[config.mk]
export PLATFORM = sky130hd
export DESIGN_NAME = exc_cp0_seq
export DESIGN_NICKNAME = d
export VERILOG_FILES = /design/src/rtl/exc_cp0_seq.sv
export SDC_FILE = /design/constraint.sdc
export NUM_CORES = 1
export LEC_CHECK = 0
export ABC_CLOCK_PERIOD_IN_PS = 2700
export CAP_MARGIN = 20
export CORE_MARGIN = 2
export CORE_UTILIZATION = 52
export CTS_CLUSTER_SIZE = 20
export DETAILED_ROUTE_END_ITERATION = 16
export PLACE_DENSITY_LB_ADDON = 0.05
export SLEW_MARGIN = 20
export SYNTH_ARGS = -nofsm -noshare
export SYNTH_HDL_FRONTEND = slang
export SYNTH_SLANG_ARGS = --single-unit
[constraint.sdc]
create_clock -name clk -period 2.7 [get_ports clk]
set_input_delay 0.54 -clock clk [delete_from_list [all_inputs] [get_ports clk]]
set_output_delay 0.54 -clock clk [all_outputs]
set_load 0.05 [all_outputs]
[src/rtl/exc_cp0_seq.sv]
// Exception/ERET sequencer: drives the CP0 read-modify-write sequence for one
// committed exception or ERET, then issues a single-cycle redirect.
module exc_cp0_seq (
    input  logic        clk,
    input  logic        rst,
    input  logic        exc_valid,
    output logic        exc_ready,
    input  logic        exc_is_eret,
    input  logic [4:0]  exc_code,
    input  logic [31:0] exc_pc,
    input  logic        exc_in_ds,
    input  logic [31:0] exc_badvaddr,
    output logic [4:0]  cp0_addr,
    output logic [2:0]  cp0_sel,
    output logic        cp0_writeEn,
    output logic [31:0] cp0_writeData,
    input  logic [31:0] cp0_readData,
    output logic        redirect_valid,
    output logic [31:0] redirect_pc
);

    typedef enum logic [3:0] {
        IDLE, RD_STATUS, RD_CAUSE, RD_EBASE, RD_EPC,
        WR_EPC, WR_CAUSE, WR_BADV, WR_STATUS, REDIRECT
    } state_t;

    state_t      state_q, state_d;
    logic        eret_q, eret_d;
    logic [4:0]  code_q, code_d;
    logic [31:0] pc_q, pc_d;
    logic        ds_q, ds_d;
    logic [31:0] badv_q, badv_d;
    logic [31:0] st_q, st_d;
    logic [31:0] ca_q, ca_d;
    logic [31:0] tgt_q, tgt_d;
    logic        redir_vld_q, redir_vld_d;
    logic [31:0] redir_pc_q, redir_pc_d;
    logic        cause_bd;

    // A nested exception (EXL already set) keeps the original BD bit.
    assign cause_bd       = st_q[1] ? ca_q[31] : ds_q;
    assign exc_ready      = (state_q == IDLE);
    assign redirect_valid = redir_vld_q;
    assign redirect_pc    = redir_pc_q;

    always_comb begin
        state_d       = state_q;
        eret_d        = eret_q;
        code_d        = code_q;
        pc_d          = pc_q;
        ds_d          = ds_q;
        badv_d        = badv_q;
        st_d          = st_q;
        ca_d          = ca_q;
        tgt_d         = tgt_q;
        redir_vld_d   = 1'b0;
        redir_pc_d    = 32'h0;
        cp0_addr      = 5'd0;
        cp0_sel       = 3'd0;
        cp0_writeEn   = 1'b0;
        cp0_writeData = 32'h0;
        case (state_q)
            IDLE: begin
                if (exc_valid) begin
                    eret_d  = exc_is_eret;
                    code_d  = exc_code;
                    pc_d    = exc_pc;
                    ds_d    = exc_in_ds;
                    badv_d  = exc_badvaddr;
                    state_d = RD_STATUS;
                end
            end
            RD_STATUS: begin
                cp0_addr = 5'd12;
                st_d     = cp0_readData;
                state_d  = eret_q ? RD_EPC : RD_CAUSE;
            end
            RD_EPC: begin
                cp0_addr = st_q[2] ? 5'd30 : 5'd14;
                tgt_d    = cp0_readData;
                state_d  = WR_STATUS;
            end
            RD_CAUSE: begin
                cp0_addr = 5'd13;
                ca_d     = cp0_readData;
                state_d  = RD_EBASE;
            end
            RD_EBASE: begin
                cp0_addr = 5'd15;
                cp0_sel  = 3'd1;
                tgt_d    = st_q[22] ? 32'hBFC0_0380 : {cp0_readData[31:12], 12'h180};
                state_d  = st_q[1] ? WR_CAUSE : WR_EPC;
            end
            WR_EPC: begin
                cp0_addr      = 5'd14;
                cp0_writeEn   = 1'b1;
                cp0_writeData = ds_q ? (pc_q - 32'd4) : pc_q;
                state_d       = WR_CAUSE;
            end
            WR_CAUSE: begin
                cp0_addr      = 5'd13;
                cp0_writeEn   = 1'b1;
                cp0_writeData = {cause_bd, ca_q[30:7], code_q, ca_q[1:0]};
                state_d       = (code_q == 5'd4 || code_q == 5'd5) ? WR_BADV : WR_STATUS;
            end
            WR_BADV: begin
                cp0_addr      = 5'd8;
                cp0_writeEn   = 1'b1;
                cp0_writeData = badv_q;
                state_d       = WR_STATUS;
            end
            WR_STATUS: begin
                cp0_addr    = 5'd12;
                cp0_writeEn = 1'b1;
                if (!eret_q)
                    cp0_writeData = st_q | 32'h2;
                else if (st_q[2])
                    cp0_writeData = st_q & ~32'h4;
                else
                    cp0_writeData = st_q & ~32'h2;
                state_d = REDIRECT;
            end
            REDIRECT: begin
                // Pulse is registered so it lands together with exc_ready.
                redir_vld_d = 1'b1;
                redir_pc_d  = tgt_q;
                state_d     = IDLE;
            end
            default: state_d = IDLE;
        endcase
    end

    always_ff @(posedge clk or negedge rst) begin
        if (!rst) begin
            state_q     <= IDLE;
            eret_q      <= 1'b0;
            code_q      <= 5'd0;
            pc_q        <= 32'h0;
            ds_q        <= 1'b0;
            badv_q      <= 32'h0;
            st_q        <= 32'h0;
            ca_q        <= 32'h0;
            tgt_q       <= 32'h0;
            redir_vld_q <= 1'b0;
            redir_pc_q  <= 32'h0;
        end else begin
            state_q     <= state_d;
            eret_q      <= eret_d;
            code_q      <= code_d;
            pc_q        <= pc_d;
            ds_q        <= ds_d;
            badv_q      <= badv_d;
            st_q        <= st_d;
            ca_q        <= ca_d;
            tgt_q       <= tgt_d;
            redir_vld_q <= redir_vld_d;
            redir_pc_q  <= redir_pc_d;
        end
    end

endmodule

==> results of run 1 <==
critical path, delay by kind of cell, from the launching register on:
family          cells  cell delay, ps
flops               1             370
buf+inv             1             170
simple gates        3            1100
xor+xnor            1             200
compound gates      1             210
what timing repair did:
item,4_1_cts,5_1_grt
buffers inserted,2,5
cloned,0,1
resized for setup,29,25
pin swaps,21,12
endpoints found under the setup margin,31,33
routing by layer:
layer  wire length (um)  GRT usage [%]  vias up
li1                   -              -     2961
met1              10400           38.1     3325
met2              11800           42.7      242
met3               1350           4.88       31
met4                399           8.28        0
met5                  0              0        -
Yosys cell counts (all sizes together) (3+ instances only):
cell | instances | area, um2
a21oi | 18 | 90.1
a22o | 11 | 96.3
and2 | 33 | 206
buf | 14 | 76.3
clkbuf | 31 | 116
dfrtp | 199 | 4980
inv | 7 | 26.3
mux2 | 130 | 1460
mux2i | 32 | 320
nand2 | 70 | 263
nand2b | 4 | 25.0
nand3 | 10 | 50.1
nand4 | 6 | 37.5
nor2 | 21 | 78.8
nor3 | 12 | 76.3
nor4 | 10 | 90.1
o21ai | 9 | 45.0
o221ai | 29 | 267
o22a | 8 | 70.1
or4 | 3 | 26.3
xnor2 | 13 | 114
xor2 | 16 | 140
metrics by stage:
| step | util (%) | hold slack [ps] | power [mW] | worst slack (ps) | instance area, um2 |
|---|---|---|---|---|---|
| after CTS | 75.9 | 54.2 | 14.7 | -334 | 12600 |
| after detailed placement | 71.3 | 465 | 12.0 | -48.9 | 11900 |
| after floorplan | - | 244 | 9.39 | -285 | 9200 |
| after global placement | 71.3 | 463 | 11.7 | -16.9 | 11900 |
| after global routing | 77.0 | 74.2 | 15.6 | -474 | 12800 |
| final | 77.0 | 44.1 | 14.9 | -334 | 12800 |
kinds of logic (layout without fill, tap and decap cells):
group,Yosys count,count (layout),share of synthesized area (%)
other,1,2,0.0421
AND/OR/NAND/NOR,184,184,11.3
AO/OA/AOI/OAI,86,86,7.33
flip-flops,199,199,55.9
adder cells (fa/ha/maj),1,1,0.140
XOR/XNOR,29,29,2.85
multiplexers,162,162,20.0
buffers and inverters,52,271,2.46
final timing paths:
| kind | end | slack [ps] | cells past startpoint |
|---|---|---|---|
| setup / recovery | cp0_writeData[30] | -330 | 6 |
| hold / removal | tgt_q[23] | 40 | 1 |
| setup reg to reg | tgt_q[9] | 650 | 4 |
| hold reg to reg | redirect_pc[6] | 480 | 1 |
| max in group asynchronous | st_q[14] | 1830 | 2 |
| min in group clk | redirect_pc[6] | 480 | 1 |
area by class of cell:
cell class,count,area (um2)
Sequential cell,199,4980
Multi-Input combinational cell,464,4300
Fill cell,1032,3830
Timing Repair Buffer,233,2650
Clock buffer,17,425
Tap cell,220,275
Clock inverter,14,153
Inverter,7,26.3
flip-flops by register name (all words and copies together) (netlist names):
register	cells
pc_q	32
badv_q	32
code_q	5
ds_q	1
redirect_valid	1
redirect_pc	32
ca_q	27
eret_q	1
tgt_q	32
st_q	32
state_q	4
power by group through the flow:
stage,logic [mW],registers [mW],clock network [mW]
2_1_floorplan,4.28,5.11,0
3_3_place_gp,6.65,5.10,0
3_5_place_dp,6.85,5.19,0
4_1_cts,6.99,5.16,2.54
5_1_grt,7.63,5.33,2.67
6_report,7.20,5.18,2.52
==> run metrics, run 1 <==
Iter 0 DRT Violations=around 480; height of the die=135 um; Port-buffer cells=178; TritonCTS Sinks=199; commonest cells after routing, fill and taps aside=sky130_fd_sc_hd__dfrtp_1, sky130_fd_sc_hd__clkdlybuf4s50_1, sky130_fd_sc_hd__mux2_2, sky130_fd_sc_hd__nand2_1, sky130_fd_sc_hd__buf_4; global-route wire length before repair=roughly 37000 um; EDFF count, synth=0; cell area after synthesis=between 8000 and 9000 um2; number of antenna violations at the first check in global routing=0; slowest cell delay on critical path=roughly 640 ps; global-route usage over all layers=26.9%; DPL Wire Length=16900 um; CTS tree=built; Final Skew=approximately 8.5 ps; Worst IR Drop VDD=0.649 mV; maximum clock insertion buffer count=2; max cap viols=0; relative area change from synthesis to final layout=43.8%; leak pwr=5.35 nW; Startpoint Class=flop; remaining global-route overflow=0; fraction of final layout cells with drive strength greater than 1=34.6%; prevailing post-synth register cell=sky130_fd_sc_hd__dfrtp_1; number of H-tree levels=4; syn avg cell area=12.5 um2; RSZ-0062 raised after global routing=yes; critical path cell sequence=or4_1 -> nor4_2 -> nand4_1 -> xor2_2 -> o221ai_4 -> buf_12; violations in the final reports=setup timing; Core Box Area=approximately 17000 um2; internal cell power=between 9 and 10 mW; fraction of registers with async set/reset=100%; Max-Slew Margin vs Limit=46.4%; Crit Path Class=reg2out; post-cts hold buffer count=0; Worst Path Arrival=2490 ps; Hold Violations, Final=0; maximum clock frequency=330 MHz; standard-cell rows=47; CP max stage cell=sky130_fd_sc_hd__or4_1; number of different library cells in the post-synthesis netlist=55; most frequent standard cell in the layout excluding fill and tap cells=sky130_fd_sc_hd__dfrtp_1; switching power=5.86 mW; sequential group share of total power=34.8%; clk slew on worst S/H paths=80 ps; CP required=2160 ps; element type at the critical path end=output port; number of global-route vias before repair=a little under 7000; Power Dens Cells=1160 nW/um2; share of the clock period used by the worst path=112%; maximum number of pins on one net before global-route repair=94; Worst Slack Setup Final=-334 ps; relative contribution of combinational cells to total power=between 40% and 50%; Finish-stage setup viols=24; Initial Utilization=53.6%; sum of negative setup slack=-6070 ps; Non-Filler Instances=roughly 1200; Seq/Total Area, Yosys=55.9%; Layout Nets=around 1000; status=complete, but fails checks; instance count of the mapped netlist=714; top-level I/O count=181; cell chosen for the clock root=sky130_fd_sc_hd__clkbuf_16; startpoint of the worst setup timing path=pc_q[23]; clock insertion delay at the later pin of the skew report=440 ps; start of the worst register-to-register path=state_q[0]; CTS buffer count=17; synthesized flop and latch total=199; Total Wirelength=23900 um; Hold WC Path Type=in2async; routed vias=approximately 6600; via density per instance=approximately 5.7; average wire length per cell after detail routing=slightly above 20 um; top fanout value on the critical path=3; die outline area=roughly 18000 um2; # DRC=0; share of total power consumed by net switching=39.4%; diodes inserted=0; total iterations of the first detailed-routing run=5; Max Transition Viols Final=0; global placement routability congestion=0.900; clock share of power=between 15 and 20%; number of nets with antenna violations after detailed routing=0; Min Clock Period, post-route=slightly above 3000 ps; die span in x=135 um; number of warnings issued by yosys=0; post-placement cell count=1115; slew at the pin with the worst max-slew slack=about 800 ps
No activity file was read; power rests on OpenSTA's default activity.
==> run 2, diff against run 1 <==
--- a/config.mk
+++ b/config.mk
@@ -5,9 +5,7 @@
 export SDC_FILE = /design/constraint.sdc
 export NUM_CORES = 1
 export LEC_CHECK = 0
-export ABC_CLOCK_PERIOD_IN_PS = 2700
 export CAP_MARGIN = 20
-export CORE_MARGIN = 2
 export CORE_UTILIZATION = 52
 export CTS_CLUSTER_SIZE = 20
 export DETAILED_ROUTE_END_ITERATION = 16
==> run 2 against run 1 <==
Compared with the run above:
- wire length rose by 0.38%
- sequential cell count did not move
- power shrank 0.23%
- sequential power increased by 0.8%
- critical path type unchanged
- clock power about the same
- cell count increased by 0.26%
- first-iteration DRC count fell by 6.5%
- the flow still finishes with violations (setup timing)
- clock skew decreased by 0.55 ps
- non-clock buffer count up 2
- die area down 2.9%
==> run metrics, run 2 (same netlist as run 1, synthesis figures left out) <==
status=complete, but fails checks; violations in the final reports=setup timing; element type at the critical path end=output port; post-placement cell count=1117; routed vias=about 6600; number of global-route vias before repair=6680; final instance area=12800 um2; TritonCTS Sinks=199; most frequent standard cell in the layout excluding fill and tap cells=sky130_fd_sc_hd__dfrtp_1; slew at the pin with the worst max-slew slack=a little over 800 ps; Power Dens Cells=roughly 1200 nW/um2; commonest cells after routing, fill and taps aside=sky130_fd_sc_hd__dfrtp_1, sky130_fd_sc_hd__clkdlybuf4s50_1, sky130_fd_sc_hd__mux2_2, sky130_fd_sc_hd__nand2_1, sky130_fd_sc_hd__buf_4; top-level I/O count=roughly 180; via density per instance=5.66; utilization of the core after routing=between 70 and 80%; clock insertion delay at the later pin of the skew report=440 ps; average wire length per cell after detail routing=20.7 um; maximum clock frequency=321 MHz; overall power after layout=14.9 mW; standard-cell rows=47; number of antenna violations at the first check in global routing=0; Max-Slew Margin vs Limit=45.4%; capture instance of the worst register-to-register path=tgt_q[9]; placement-stage cell area=11900 um2; Final Skew=~8.0 ps; Non-Filler Instances=1157; remaining global-route overflow=0; startpoint of the worst setup timing path=pc_q[4]; share of the clock period used by the worst path=115%; Worst Slack Setup Final=-416 ps; RSZ-0062 raised after global routing=yes; Crit Path Class=reg2out; global placement routability congestion=0.850; top fanout value on the critical path=4; Layout Nets=1031; Worst IR Drop VDD=around 0.67 mV; start of the worst register-to-register path=state_q[0]; critical path capture point=cp0_writeData[12]; Max Transition Viols Final=0; worst hold-check slack=35.3 ps; CP required=2160 ps; # DRC=0; leak pwr=5.33 nW; DPL Wire Length=16900 um; Hold Violations, Final=0; Port-buffer cells=between 150 and 200; Hold WC Path Type=in2async; Initial Utilization=a little over half; max cap viols=0; placement-stage worst setup slack=-70.1 ps; post-cts hold buffer count=0; Iter 0 DRT Violations=448; Core Box Area=16600 um2; die outline area=17700 um2; Total Wirelength=between 20000 and 25000 um; die span in x=133 um; CTS buffer count=17; number of cell instances on the worst register-to-register path=4; Min Clock Period, post-route=3120 ps; number of nets with antenna violations after detailed routing=0; total iterations of the first detailed-routing run=4; fraction of final layout cells with drive strength greater than 1=34.7%; maximum clock insertion buffer count=2; number of H-tree levels=4; Worst Path Arrival=2580 ps; global-route wire length before repair=about 37000 um; Startpoint Class=flop; clk slew on worst S/H paths=roughly 80 ps; height of the die=133 um; setup slack on the worst flop-to-flop path=~670 ps; cell chosen for the clock root=sky130_fd_sc_hd__clkbuf_16; Finish-stage setup viols=24; sum of negative setup slack=-6910 ps; maximum number of pins on one net before global-route repair=55; CTS tree=built; relative area change from synthesis to final layout=43.3%; global-route usage over all layers=27.8%; diodes inserted=0
==> run 2: changes by cell type in the layout (fill, tap and decap cells not counted), sizes merged <==
| cell | delta |
|---|---|
| clkinv | +1 |
| buf | +3 |
| inv | -1 |
==> run 2: power by group <==
part / switching [mW] / leakage, nW / internal, mW
Sequential: 0.949 / 2.43 / 4.27
Clock: 1.22 / 0.286 / 1.32
Combinational: 3.70 / 2.61 / 3.40
==> run 2: routing by layer <==
metal  part of all wire, %  GRT usage (%)
met4                   1.3           8.05
met2                    49           43.7
met3                   5.0           4.90
met5                     0              0
met1                    45           39.8
==> run 2: worst min path at each step <==
| stage | cells after the start | start | slack [ps] | end |
|---|---|---|---|---|
| 2_1_floorplan | 0 | rst | 240 | badv_q[0] |
| 3_3_place_gp | 1 | tgt_q[5] | 460 | redirect_pc[5] |
| 3_5_place_dp | 1 | tgt_q[31] | 460 | redirect_pc[31] |
| 4_1_cts | 1 | rst | 40 | redirect_pc[23] |
| 5_1_grt | 1 | rst | 50 | redirect_valid |
| 6_report | 1 | rst | 40 | redirect_valid |
==> run 2: timing repair <==
item	CTS	global route
pin swaps	16	15
endpoints found under the setup margin	30	32
setup buffers	1	6
cloned	0	1
resized for setup	27	20
==> run 2: critical path: stages, from the launching register on <==
cell and delay (ps):
sky130_fd_sc_hd__dfrtp_1 380, sky130_fd_sc_hd__or4_4 600, sky130_fd_sc_hd__buf_4 190, sky130_fd_sc_hd__nor4_2 350, sky130_fd_sc_hd__xnor2_1 200, sky130_fd_sc_hd__o221ai_2 230
sky130_fd_sc_hd__buf_12 170
==> run 2: cell type report <==
type | instances | area, um2
multi-input cells | 464 | 4270
well taps | 220 | 275
clock inverters | 14 | 160
clock buffers | 18 | 429
flip-flops and latches | 199 | 4980
inverters | 7 | 26.3
fillers | 1000 | 3870
repair buffers | 235 | 2630
